## src/rtl/vigna_pkg.sv

```systemverilog
// vigna_pkg: opcode/funct3 constants, FSM states, ALU ops and instruction field decode.
// Latency: none (types, constants and a pure decode function).
// Backpressure: not applicable.
package vigna_pkg;

  localparam logic [6:0] OPC_LUI    = 7'b0110111;
  localparam logic [6:0] OPC_AUIPC  = 7'b0010111;
  localparam logic [6:0] OPC_JAL    = 7'b1101111;
  localparam logic [6:0] OPC_JALR   = 7'b1100111;
  localparam logic [6:0] OPC_BRANCH = 7'b1100011;
  localparam logic [6:0] OPC_LOAD   = 7'b0000011;
  localparam logic [6:0] OPC_STORE  = 7'b0100011;
  localparam logic [6:0] OPC_OP_IMM = 7'b0010011;
  localparam logic [6:0] OPC_OP     = 7'b0110011;

  // branch funct3
  localparam logic [2:0] F3_BEQ  = 3'b000;
  localparam logic [2:0] F3_BNE  = 3'b001;
  localparam logic [2:0] F3_BLT  = 3'b100;
  localparam logic [2:0] F3_BGE  = 3'b101;
  localparam logic [2:0] F3_BLTU = 3'b110;
  localparam logic [2:0] F3_BGEU = 3'b111;

  // load / store funct3
  localparam logic [2:0] F3_LB  = 3'b000;
  localparam logic [2:0] F3_LH  = 3'b001;
  localparam logic [2:0] F3_LW  = 3'b010;
  localparam logic [2:0] F3_LBU = 3'b100;
  localparam logic [2:0] F3_LHU = 3'b101;
  localparam logic [2:0] F3_SB  = 3'b000;
  localparam logic [2:0] F3_SH  = 3'b001;
  localparam logic [2:0] F3_SW  = 3'b010;

  // OP / OP-IMM funct3
  localparam logic [2:0] F3_ADD  = 3'b000;
  localparam logic [2:0] F3_SLL  = 3'b001;
  localparam logic [2:0] F3_SLT  = 3'b010;
  localparam logic [2:0] F3_SLTU = 3'b011;
  localparam logic [2:0] F3_XOR  = 3'b100;
  localparam logic [2:0] F3_SR   = 3'b101;
  localparam logic [2:0] F3_OR   = 3'b110;
  localparam logic [2:0] F3_AND  = 3'b111;

  typedef enum logic [1:0] {
    ST_FETCH = 2'd0,
    ST_EXEC  = 2'd1,
    ST_MEM   = 2'd2
  } state_t;

  typedef enum logic [3:0] {
    ALU_ADD, ALU_SUB, ALU_SLL, ALU_SLT, ALU_SLTU,
    ALU_XOR, ALU_SRL, ALU_SRA, ALU_OR, ALU_AND
  } alu_op_t;

  typedef struct packed {
    logic [6:0] opcode;
    logic [4:0] rd;
    logic [2:0] funct3;
    logic [4:0] rs1;
    logic [4:0] rs2;
    logic       alt;     // instr[30]: SUB / SRA selector
  } dec_t;

  function automatic dec_t decode(input logic [31:0] ir);
    dec_t d;
    d.opcode = ir[6:0];
    d.rd     = ir[11:7];
    d.funct3 = ir[14:12];
    d.rs1    = ir[19:15];
    d.rs2    = ir[24:20];
    d.alt    = ir[30];
    return d;
  endfunction

endpackage

```

## src/rtl/vigna_if.sv

```systemverilog
// vigna_if: instruction-fetch and data-memory valid/ready buses of the core.
// Latency: none (wiring only).
// Backpressure: slave holds ready until the master drops valid; waits are unbounded.
interface vigna_if;
  logic        i_valid;
  logic        i_ready;
  logic [31:0] i_addr;
  logic [31:0] i_rdata;
  logic        d_valid;
  logic        d_ready;
  logic [31:0] d_addr;
  logic [31:0] d_rdata;
  logic [31:0] d_wdata;
  logic [3:0]  d_wstrb;

  modport master (
    output i_valid, i_addr, d_valid, d_addr, d_wdata, d_wstrb,
    input  i_ready, i_rdata, d_ready, d_rdata
  );

  modport slave (
    input  i_valid, i_addr, d_valid, d_addr, d_wdata, d_wstrb,
    output i_ready, i_rdata, d_ready, d_rdata
  );
endinterface

```

## src/rtl/vigna_alu.sv

```systemverilog
// vigna_alu: 32-bit integer ALU plus branch comparator.
// Latency: purely combinational.
// Backpressure: none.
module vigna_alu
  import vigna_pkg::*;
(
  input  alu_op_t     op,
  input  logic [31:0] a,
  input  logic [31:0] b,
  input  logic [2:0]  br_f3,
  input  logic [31:0] cmp_a,
  input  logic [31:0] cmp_b,
  output logic [31:0] y,
  output logic        br_taken
);

  // arithmetic / logic result; shifts only look at b[4:0]
  always_comb begin
    y = '0;
    case (op)
      ALU_ADD:  y = a + b;
      ALU_SUB:  y = a - b;
      ALU_SLL:  y = a << b[4:0];
      ALU_SLT:  y = {31'b0, $signed(a) < $signed(b)};
      ALU_SLTU: y = {31'b0, a < b};
      ALU_XOR:  y = a ^ b;
      ALU_SRL:  y = a >> b[4:0];
      ALU_SRA:  y = $unsigned($signed(a) >>> b[4:0]);
      ALU_OR:   y = a | b;
      ALU_AND:  y = a & b;
      default:  y = '0;
    endcase
  end

  // branch decision; the two undefined funct3 codes never branch
  always_comb begin
    br_taken = 1'b0;
    case (br_f3)
      F3_BEQ:  br_taken = (cmp_a == cmp_b);
      F3_BNE:  br_taken = (cmp_a != cmp_b);
      F3_BLT:  br_taken = ($signed(cmp_a) < $signed(cmp_b));
      F3_BGE:  br_taken = !($signed(cmp_a) < $signed(cmp_b));
      F3_BLTU: br_taken = (cmp_a < cmp_b);
      F3_BGEU: br_taken = !(cmp_a < cmp_b);
      default: br_taken = 1'b0;
    endcase
  end

endmodule

```

## src/rtl/vigna_core.sv

```systemverilog
// vigna_core: non-pipelined multi-cycle RV32I core, FETCH -> EXEC -> (MEM) -> FETCH.
// Latency: fetch handshake + 1 cycle per instruction, plus the data handshake for loads/stores.
// Backpressure: waits indefinitely on i_ready/d_ready; new requests only raised while ready is low.
module vigna_core
  import vigna_pkg::*;
#(
  parameter logic [31:0] RESET_ADDR = 32'h0000_0000
) (
  input  logic    clk,
  input  logic    resetn,
  vigna_if.master bus
);

  state_t      state;
  logic [31:0] pc;
  logic [31:0] ir;
  logic        i_valid_r;
  logic        d_valid_r;
  logic [31:0] d_addr_r;
  logic [31:0] d_wdata_r;
  logic [3:0]  d_wstrb_r;
  logic [31:0] rf [0:31];

  dec_t        dec;
  logic [31:0] rs1_val, rs2_val;
  logic [31:0] imm_i, imm_s, imm_b, imm_u, imm_j;
  logic [31:0] pc_plus4, mem_addr, next_pc, wb_val, alu_b, alu_y;
  logic [31:0] st_data, load_val;
  logic [3:0]  st_strb;
  logic        wb_en, br_taken, is_mem, is_store;
  alu_op_t     alu_op;
  logic        rf_we;
  logic [31:0] rf_wdata;

  assign bus.i_valid = i_valid_r;
  assign bus.i_addr  = pc;
  assign bus.d_valid = d_valid_r;
  assign bus.d_addr  = d_addr_r;
  assign bus.d_wdata = d_wdata_r;
  assign bus.d_wstrb = d_wstrb_r;

  assign dec     = decode(ir);
  assign rs1_val = (dec.rs1 == 5'd0) ? 32'd0 : rf[dec.rs1];
  assign rs2_val = (dec.rs2 == 5'd0) ? 32'd0 : rf[dec.rs2];

  assign imm_i = {{20{ir[31]}}, ir[31:20]};
  assign imm_s = {{20{ir[31]}}, ir[31:25], ir[11:7]};
  assign imm_b = {{19{ir[31]}}, ir[31], ir[7], ir[30:25], ir[11:8], 1'b0};
  assign imm_u = {ir[31:12], 12'b0};
  assign imm_j = {{11{ir[31]}}, ir[31], ir[19:12], ir[20], ir[30:21], 1'b0};

  assign is_store = (dec.opcode == OPC_STORE);
  assign is_mem   = is_store || (dec.opcode == OPC_LOAD);
  assign pc_plus4 = pc + 32'd4;
  // shared by loads, stores and JALR (JALR clears bit 0 afterwards)
  assign mem_addr = rs1_val + (is_store ? imm_s : imm_i);
  assign alu_b    = (dec.opcode == OPC_OP) ? rs2_val : imm_i;

  // map funct3 (+instr[30]) to an ALU operation; SUB only exists for register-register ops
  always_comb begin
    alu_op = ALU_ADD;
    case (dec.funct3)
      F3_ADD:  alu_op = (dec.opcode == OPC_OP && dec.alt) ? ALU_SUB : ALU_ADD;
      F3_SLL:  alu_op = ALU_SLL;
      F3_SLT:  alu_op = ALU_SLT;
      F3_SLTU: alu_op = ALU_SLTU;
      F3_XOR:  alu_op = ALU_XOR;
      F3_SR:   alu_op = dec.alt ? ALU_SRA : ALU_SRL;
      F3_OR:   alu_op = ALU_OR;
      F3_AND:  alu_op = ALU_AND;
      default: alu_op = ALU_ADD;
    endcase
  end

  vigna_alu u_alu (
    .op       (alu_op),
    .a        (rs1_val),
    .b        (alu_b),
    .br_f3    (dec.funct3),
    .cmp_a    (rs1_val),
    .cmp_b    (rs2_val),
    .y        (alu_y),
    .br_taken (br_taken)
  );

  // next PC and writeback for non-memory instructions; unknown opcodes fall through as NOP
  always_comb begin
    next_pc = pc_plus4;
    wb_en   = 1'b0;
    wb_val  = alu_y;
    case (dec.opcode)
      OPC_LUI:    begin wb_en = 1'b1; wb_val = imm_u; end
      OPC_AUIPC:  begin wb_en = 1'b1; wb_val = pc + imm_u; end
      OPC_JAL:    begin wb_en = 1'b1; wb_val = pc_plus4; next_pc = pc + imm_j; end
      OPC_JALR:   begin wb_en = 1'b1; wb_val = pc_plus4; next_pc = {mem_addr[31:1], 1'b0}; end
      OPC_BRANCH: if (br_taken) next_pc = pc + imm_b;
      OPC_OP,
      OPC_OP_IMM: wb_en = 1'b1;
      default:    ;
    endcase
  end

  // store lane replication and byte strobes from the low address bits
  always_comb begin
    st_data = rs2_val;
    st_strb = 4'b1111;
    case (dec.funct3)
      F3_SB: begin
        st_data = {4{rs2_val[7:0]}};
        st_strb = 4'b0001 << mem_addr[1:0];
      end
      F3_SH: begin
        st_data = {2{rs2_val[15:0]}};
        st_strb = 4'b0011 << {mem_addr[1], 1'b0};
      end
      default: ;
    endcase
  end

  // load lane select and extension; lane chosen from the latched request address
  always_comb begin
    logic [7:0]  lb;
    logic [15:0] lh;
    lb = bus.d_rdata[7:0];
    case (d_addr_r[1:0])
      2'd1:    lb = bus.d_rdata[15:8];
      2'd2:    lb = bus.d_rdata[23:16];
      2'd3:    lb = bus.d_rdata[31:24];
      default: lb = bus.d_rdata[7:0];
    endcase
    lh = d_addr_r[1] ? bus.d_rdata[31:16] : bus.d_rdata[15:0];
    case (dec.funct3)
      F3_LB:   load_val = {{24{lb[7]}}, lb};
      F3_LH:   load_val = {{16{lh[15]}}, lh};
      F3_LBU:  load_val = {24'b0, lb};
      F3_LHU:  load_val = {16'b0, lh};
      default: load_val = bus.d_rdata;
    endcase
  end

  // writeback: EXEC results, or load data on the data-bus completion edge; never during reset
  always_comb begin
    rf_we    = 1'b0;
    rf_wdata = wb_val;
    if (resetn && dec.rd != 5'd0) begin
      if (state == ST_EXEC && wb_en) begin
        rf_we = 1'b1;
      end else if (state == ST_MEM && d_valid_r && bus.d_ready && !is_store) begin
        rf_we    = 1'b1;
        rf_wdata = load_val;
      end
    end
  end

  // register file has no reset; x0 is never written
  always_ff @(posedge clk) begin
    if (rf_we) rf[dec.rd] <= rf_wdata;
  end

  // control FSM with registered bus outputs
  always_ff @(posedge clk) begin
    if (!resetn) begin
      state     <= ST_FETCH;
      pc        <= RESET_ADDR;
      ir        <= 32'h0;
      i_valid_r <= 1'b0;
      d_valid_r <= 1'b0;
      d_addr_r  <= 32'h0;
      d_wdata_r <= 32'h0;
      d_wstrb_r <= 4'h0;
    end else begin
      case (state)
        ST_FETCH: begin
          if (i_valid_r) begin
            if (bus.i_ready) begin
              ir        <= bus.i_rdata;
              i_valid_r <= 1'b0;
              state     <= ST_EXEC;
            end
          end else if (!bus.i_ready) begin
            i_valid_r <= 1'b1;
          end
        end
        ST_EXEC: begin
          if (is_mem) begin
            d_addr_r  <= mem_addr;
            d_wdata_r <= st_data;
            d_wstrb_r <= is_store ? st_strb : 4'b0000;
            d_valid_r <= !bus.d_ready;
            state     <= ST_MEM;
          end else begin
            pc        <= next_pc;
            i_valid_r <= !bus.i_ready;
            state     <= ST_FETCH;
          end
        end
        ST_MEM: begin
          if (d_valid_r) begin
            if (bus.d_ready) begin
              d_valid_r <= 1'b0;
              pc        <= pc_plus4;
              i_valid_r <= !bus.i_ready;
              state     <= ST_FETCH;
            end
          end else if (!bus.d_ready) begin
            d_valid_r <= 1'b1;
          end
        end
        default: state <= ST_FETCH;
      endcase
    end
  end

endmodule

```

## src/flat_wrapper.sv

```systemverilog
// flat-port wrapper written by rule: the top's interface ports become plain ports
module vigna_core_flat import vigna_pkg::*;
#(
  parameter logic [31:0] RESET_ADDR = 32'h0000_0000
)
  (clk, resetn, bus_i_valid, bus_i_addr, bus_d_valid, bus_d_addr, bus_d_wdata, bus_d_wstrb, bus_i_ready, bus_i_rdata, bus_d_ready, bus_d_rdata);
  vigna_if bus_i ();
  input  logic clk;
  input  logic resetn;
  output wire logic [$bits(bus_i.i_valid)-1:0] bus_i_valid;
  output wire logic [$bits(bus_i.i_addr)-1:0] bus_i_addr;
  output wire logic [$bits(bus_i.d_valid)-1:0] bus_d_valid;
  output wire logic [$bits(bus_i.d_addr)-1:0] bus_d_addr;
  output wire logic [$bits(bus_i.d_wdata)-1:0] bus_d_wdata;
  output wire logic [$bits(bus_i.d_wstrb)-1:0] bus_d_wstrb;
  input wire logic [$bits(bus_i.i_ready)-1:0] bus_i_ready;
  input wire logic [$bits(bus_i.i_rdata)-1:0] bus_i_rdata;
  input wire logic [$bits(bus_i.d_ready)-1:0] bus_d_ready;
  input wire logic [$bits(bus_i.d_rdata)-1:0] bus_d_rdata;
  assign bus_i_valid = bus_i.i_valid;
  assign bus_i_addr = bus_i.i_addr;
  assign bus_d_valid = bus_i.d_valid;
  assign bus_d_addr = bus_i.d_addr;
  assign bus_d_wdata = bus_i.d_wdata;
  assign bus_d_wstrb = bus_i.d_wstrb;
  assign bus_i.i_ready = bus_i_ready;
  assign bus_i.i_rdata = bus_i_rdata;
  assign bus_i.d_ready = bus_d_ready;
  assign bus_i.d_rdata = bus_d_rdata;
  vigna_core #(.RESET_ADDR(RESET_ADDR)) u_core (.clk(clk), .resetn(resetn), .bus(bus_i));
endmodule
```

## config.mk

```make
export PLATFORM = sky130hd
export DESIGN_NAME = vigna_core_flat
export DESIGN_NICKNAME = d
export VERILOG_FILES = /design/src/rtl/vigna_pkg.sv /design/src/rtl/vigna_if.sv /design/src/rtl/vigna_alu.sv /design/src/rtl/vigna_core.sv /design/src/flat_wrapper.sv
export SDC_FILE = /design/constraint.sdc
export NUM_CORES = 2
export LEC_CHECK = 0
export CAP_MARGIN = 0
export CELL_PAD_IN_SITES_DETAIL_PLACEMENT = 1
export CELL_PAD_IN_SITES_GLOBAL_PLACEMENT = 1
export CORE_MARGIN = 2
export CORE_UTILIZATION = 30
export DETAILED_ROUTE_END_ITERATION = 8
export PLACE_DENSITY_LB_ADDON = 0.08
export SYNTH_ARGS = -nofsm -noshare
export SYNTH_HDL_FRONTEND = slang
export SYNTH_SLANG_ARGS = --single-unit
```

## constraint.sdc

```tcl
create_clock -name clk -period 11.1 [get_ports clk]
set_input_delay 2.22 -clock clk [delete_from_list [all_inputs] [get_ports clk]]
set_output_delay 2.22 -clock clk [all_outputs]
set_load 0.01 [all_outputs]
```

Word level (Yosys, flattened, before mapping)
Memories as Yosys holds them, arrays and structs flattened. A register that Yosys moved wholly into a read port is not among the register bits.
Index checks and enable logic that the tools add are counted.
{"block": "word_totals", "regBits": 136, "ram_bits": 1024, "elab_cells": 143, "out_inout_bits": 102, "memories": 1}
{"block": "op_classes", "bitwise": 3, "addsub": 7, "shift": 5, "n_eq_ne": 38, "mux": 49, "magnitude_cmp": 4, "reduce_logical": 28}
{"memory": "u_core.rf", "words": 32, "width": 32, "read_ports": 2, "rd_ports_with_merged_regs": 2, "write_ports": 1, "line_no": "vigna_core.sv:22", "rtl": "logic [31:0] rf [0:31];"}
{"cell": "$mux 32", "count": 10}
{"cell": "$pmux 32 s10", "count": 1}
{"cell": "$pmux 32 s3", "count": 2}
{"cell": "$add 32x32->32", "count": 5}
{"cell": "$lt 32x32->1", "count": 4}
{"cell": "$pmux 32 s2", "count": 2}
{"cell": "$pmux 32 s4", "count": 1}
{"cell": "$add 32x3->32 const B", "count": 1}
{"cell": "$and 32x32->32", "count": 1}
{"cell": "$eq 32x32->1", "count": 1}
{"cell": "$ne 32x32->1", "count": 1}
{"cell": "$or 32x32->32", "count": 1}
{"cell": "$pmux 4 s8", "count": 1}
{"cell": "$shl 32x5->32", "count": 1}
{"cell": "$shr 32x5->32", "count": 1}
{"cell": "$sshr 32x5->32", "count": 1}
{"cell": "$sub 32x32->32", "count": 1}
{"cell": "$xor 32x32->32", "count": 1}
{"cell": "$mux 5", "count": 5}
{"cell": "$pmux 8 s3", "count": 1}
{"cell": "$eq 7x6->1 const B", "count": 3}
{"cell": "$eq 7x7->1 const B", "count": 3}
{"cell": "$eq 4x3->1 const B", "count": 4}
{"cell": "$mux 16", "count": 1}
{"cell": "other kinds (37)", "count": 81}

Depth between registers and ports, before layout
{"block": "depth", "ltp_word": 10, "depth_mapped": 27, "ltp_nobuf": 19}

Modules after synthesis
A second synthesis with hierarchy kept.
{"block": "hier_totals", "cells_unflattened": 5247, "hier_area_um2": 69874.5}
{"mod": "vigna_core", "n_inst": 1, "cells_each": 3909, "area_per_inst_um2": 60678.2, "seq_area_each_um2": 33652.3}
{"mod": "vigna_alu", "n_inst": 1, "cells_each": 1338, "area_per_inst_um2": 9196.3, "seq_area_each_um2": 0.0}

Worst setup path after synthesis
OpenSTA, ideal clock, no wires.
{"block": "synth_path", "path_kind": "flip-flop to flip-flop", "startpoint": "register with a tool-made name", "endpoint": "memory u_core.rf[0][27], data pin", "arrival_ns": 7.198, "path_stages_with_launch": 27, "setup_time_ns": 0.491, "period_less_slack_ns": 7.689, "path_slack_ns": 3.411, "path_cell_list": "dfxtp_1 buf_6 buf_12 buf_12 buf_8 buf_4 buf_2 buf_4 buf_2 mux4_2 mux4_2 mux2i_1 nor2_1 inv_1 o21ai_0 ha_1 clkbuf_1 inv_1 a21oi_1 o211ai_1 a221oi_1 o21bai_1 a2111oi_0 o41ai_1 xor2_1 nand2_1 a311oi_1"}
{"item": "end: declaration", "line_no": "vigna_core.sv:22"}

==> flow_summary.yaml <==
run_status:
  status: "finished, final reports clean"
timing:
  totalNegativeSetupSlack_ns: 0
  max_freq_ghz: 0.118
  max_slew_margin_pct: 4.19
  tightest_slew_ns: 1.44
  hold_ws_ns: 0.452
  finalHoldViolCount: 0
  finalClockSkew_ns: 0.0513
  setup_viol: 0
  finalCritPeriodShare_pct: 76.1
  slew_violations: 0
  fin_crit_ns: 8.44
  rsz0062_at_grt: "false"
detailed_routing:
  drtIter0Drc: 5848
  vias_per_cell: 6.00
  route.detailed.drc: 0
  wl_met2_um: 155000
  drt-met1-wl_um: 152000
  ant_nets: 0
  num_vias: 54300
  drt_wl_total_um: 340000
  highest_layer: "met5"
  wire_per_inst_um: 37.6
  wl_met3_um: 19300
  firstDrtPassIters: 6
placed_design:
  placed_cell_area_mm2: 0.0770
  dp_hpwl_um: 230000
  place.gp.congestion: 0.961
  io_buffer_count: 168
yosys:
  yosys.area.top_type: "edfxtp_1"
  synth_top_area_share_pct: 43.5
  synth_area_per_cell_um2: 12.6
  syn_area_mm2: 0.0707
  ys_ff_latch: 1169
  yosys_warnings: 0
  postSynthCellCount: 5601
  synth-edff-count: 1024
  synth_area_leaders: "edfxtp_1, mux4_2, dfxtp_1"
  synthArstFlopShare_pct: 0
  synth_cell_types: 102
  synth-main-ff-cell: "edfxtp_1"
  ys_seq_area_share_pct: 47.6
flow_run:
  maxCapViolCount: 0
power:
  power_density_mw_per_mm2: 139
  power_mw: 11.3
  ir_worst_vdd_mv: 0.153
  leakagePower_nw: 26.6
cells_and_area:
  final_core_util_pct: 34.7
  syn2layout_area_growth_pct: 15.3
  nNetsFinal: 6081
  register_area_mm2: 0.0337
  drive_above_1_share_pct: 19.9
  fin_area_mm2: 0.0815
  nFillCells: 25000
  multiInputGateArea_mm2: 0.0353
critical_path:
  r2r_slack_ns: 2.66
  crit_required_ns: 11.70
  crit_family: "compound AO/OA/AOI/OAI gates"
  start_kind: "flip-flop"
  reg2reg_depth: 20
  cp.arrival_ns: 9.04
  cpPeakStageDelay_ns: 1.02
  critPathCaptureType: "flip-flop"
  r2r-end: "u_core.rf[1][28]$_DFFE_PP_"
  critPathKind: "flip-flop to flip-flop"
  path_cells: "buf_4 > mux4_2 > mux4_2 > mux2i_1 > nor2_1 > nand2_1 > o21ai_0 > ha_1 > or2_2 > nor2_1 > a2111oi_0 > a2111oi_0 > o21ai_0 > a21oi_1 > a211oi_1 > a32o_1 > nand3_1 > o22ai_1 > o31ai_4 > buf_4"
  critPathBufInv: 2
  crit_fanout: 52
  crit_slowest_cell: "a2111oi_0"
clock_tree:
  clock-root-buffer: "clkbuf_16"
  ctsResizeCount: 0
  numCtsBuffers: 143
  clock-sinks: 1169
  cts_buffer_depth: 3
  htree_levels: 4
  cts_tree: "yes"
  cts_setup_buffers: 0
  path_clk_slew_ns: 0.06
  clk_latency_ns: 0.81
  cts_hold_buf: 0
grt:
  first_global_vias: 54900
  overflow: 0
  grt_pass1_wl_um: 466000
  grt_usage_pct: 28.0
  grt_max_degree: 100
  antenna_found_initial: 18
floorplanning:
  die-area_mm2: 0.239
  start_util_pct: 30.1
  io_pins: 170
  rows: 178
  coreArea_mm2: 0.235
  fp.dieW_um: 489
  chipHeight_um: 489
min_path:
  whs_endpoint: "u_core.bus.d_addr[26]$_SDFFE_PN0P_"
  hold_class: "flip-flop to flip-flop"
  min_from: "u_core.bus.d_addr[26]$_SDFFE_PN0P_"
  hold_path_depth: 2
where the power goes:
group | internal (mW) | switching [mW]
registers | 4.93 | 0.0377
clock network | 2.60 | 2.00
logic | 0.556 | 1.18
total | 8.09 | 3.22
cell families after synthesis:
kind of cell,Yosys count,synth area share (%)
adders and majority gates,228,4.10
other,1,0.00531
AOI/OAI and AO/OA,1408,13.0
and+or+nand+nor,1256,8.06
buffers and inverters,549,3.61
xor gates and xnor gates,126,1.56
muxes,864,22.0
DFF,1169,47.6
cell type report:
class,count,area share (%)
Antenna cell,3,0.00921
Clock buffer,176,4.64
Clock inverter,78,0.894
Inverter,162,0.758
Multi-Input combinational cell,3915,43.3
Sequential cell,1169,41.3
Tap cell,3150,4.84
Timing Repair Buffer,394,4.23
how the worst max path moves through the flow:
stage	startpoint	end	cells after the start
after floorplan	flip-flop	u_core.rf[0][27]$_DFFE_PP_	26
after global placement	flip-flop	u_core.rf[10][28]$_DFFE_PP_	19
after detailed placement	flip-flop	u_core.rf[9][28]$_DFFE_PP_	19
after CTS	flip-flop	u_core.rf[24][28]$_DFFE_PP_	19
after global routing	flip-flop	u_core.rf[25][29]$_DFFE_PP_	19
final	flip-flop	u_core.rf[1][28]$_DFFE_PP_	20
synth_stat cells (35+ instances only):
cell      count
nor2_1      372
nand4_1      39
mux4_2      541
a21oi_1     422
a21o_1       99
nor3_1       83
edfxtp_1   1024
dfxtp_1     145
mux2_2       41
o22ai_1      45
o211ai_1     36
a211oi_1     88
a22oi_1      67
nand2_1     433
nor2b_1      41
inv_1       153
clkbuf_1    230
mux2i_1     273
xnor2_1      89
nand2b_1     44
a221oi_1     35
a31oi_1      41
o21ai_0     262
xor2_1       37
ha_1        222
nand3_1     101
buf_2        77
through the flow:
step | setup WS (ns) | cells
floorplan | 3.41 | 5633
global placement | 2.76 | 8790
detailed placement | 2.78 | 8790
CTS | 2.74 | 9044
global route | 2.32 | 9045
finish | 2.66 | 9047
registers in the layout, indices dropped and copies added, names as in the netlist, named ones only:
signal / cells
u_core.bus.i_valid: 1
u_core.bus.d_wdata: 32
u_core.bus.i_addr: 31
u_core.state: 2
u_core.bus.d_valid: 1
u_core.rf: 1024
u_core.ir: 32
u_core.bus.d_addr: 32
u_core.bus.d_wstrb: 4
per-layer routing:
layer / vias to the layer above / track usage [%]
li1: 22600 / -
met1: 29100 / 39.7
met2: 2044 / 44.1
met3: 480 / 3.46
met4: 12 / 9.79
met5: - / 0
tightest hold or removal path, delay by kind of cell (launching register included):
family           cells  cell delay (ns)
AND/OR/NAND/NOR      1             0.05
AO/OA/AOI/OAI        1             0.05
flip-flops           1             0.30
placed cells by master (no fill, tap or decap), drive strengths merged, types with 91 or more instances in the layout:
cell / count
dfxtp: 145
nand2: 435
clkdlybuf4s50: 167
clkbuf: 176
mux2i: 278
inv: 166
a21o: 100
o21ai: 265
a211oi: 91
ha: 222
edfxtp: 1024
nor2: 374
nand3: 101
mux4: 543
a21oi: 425
buf: 227
No activity file was read; power rests on OpenSTA's default activity.
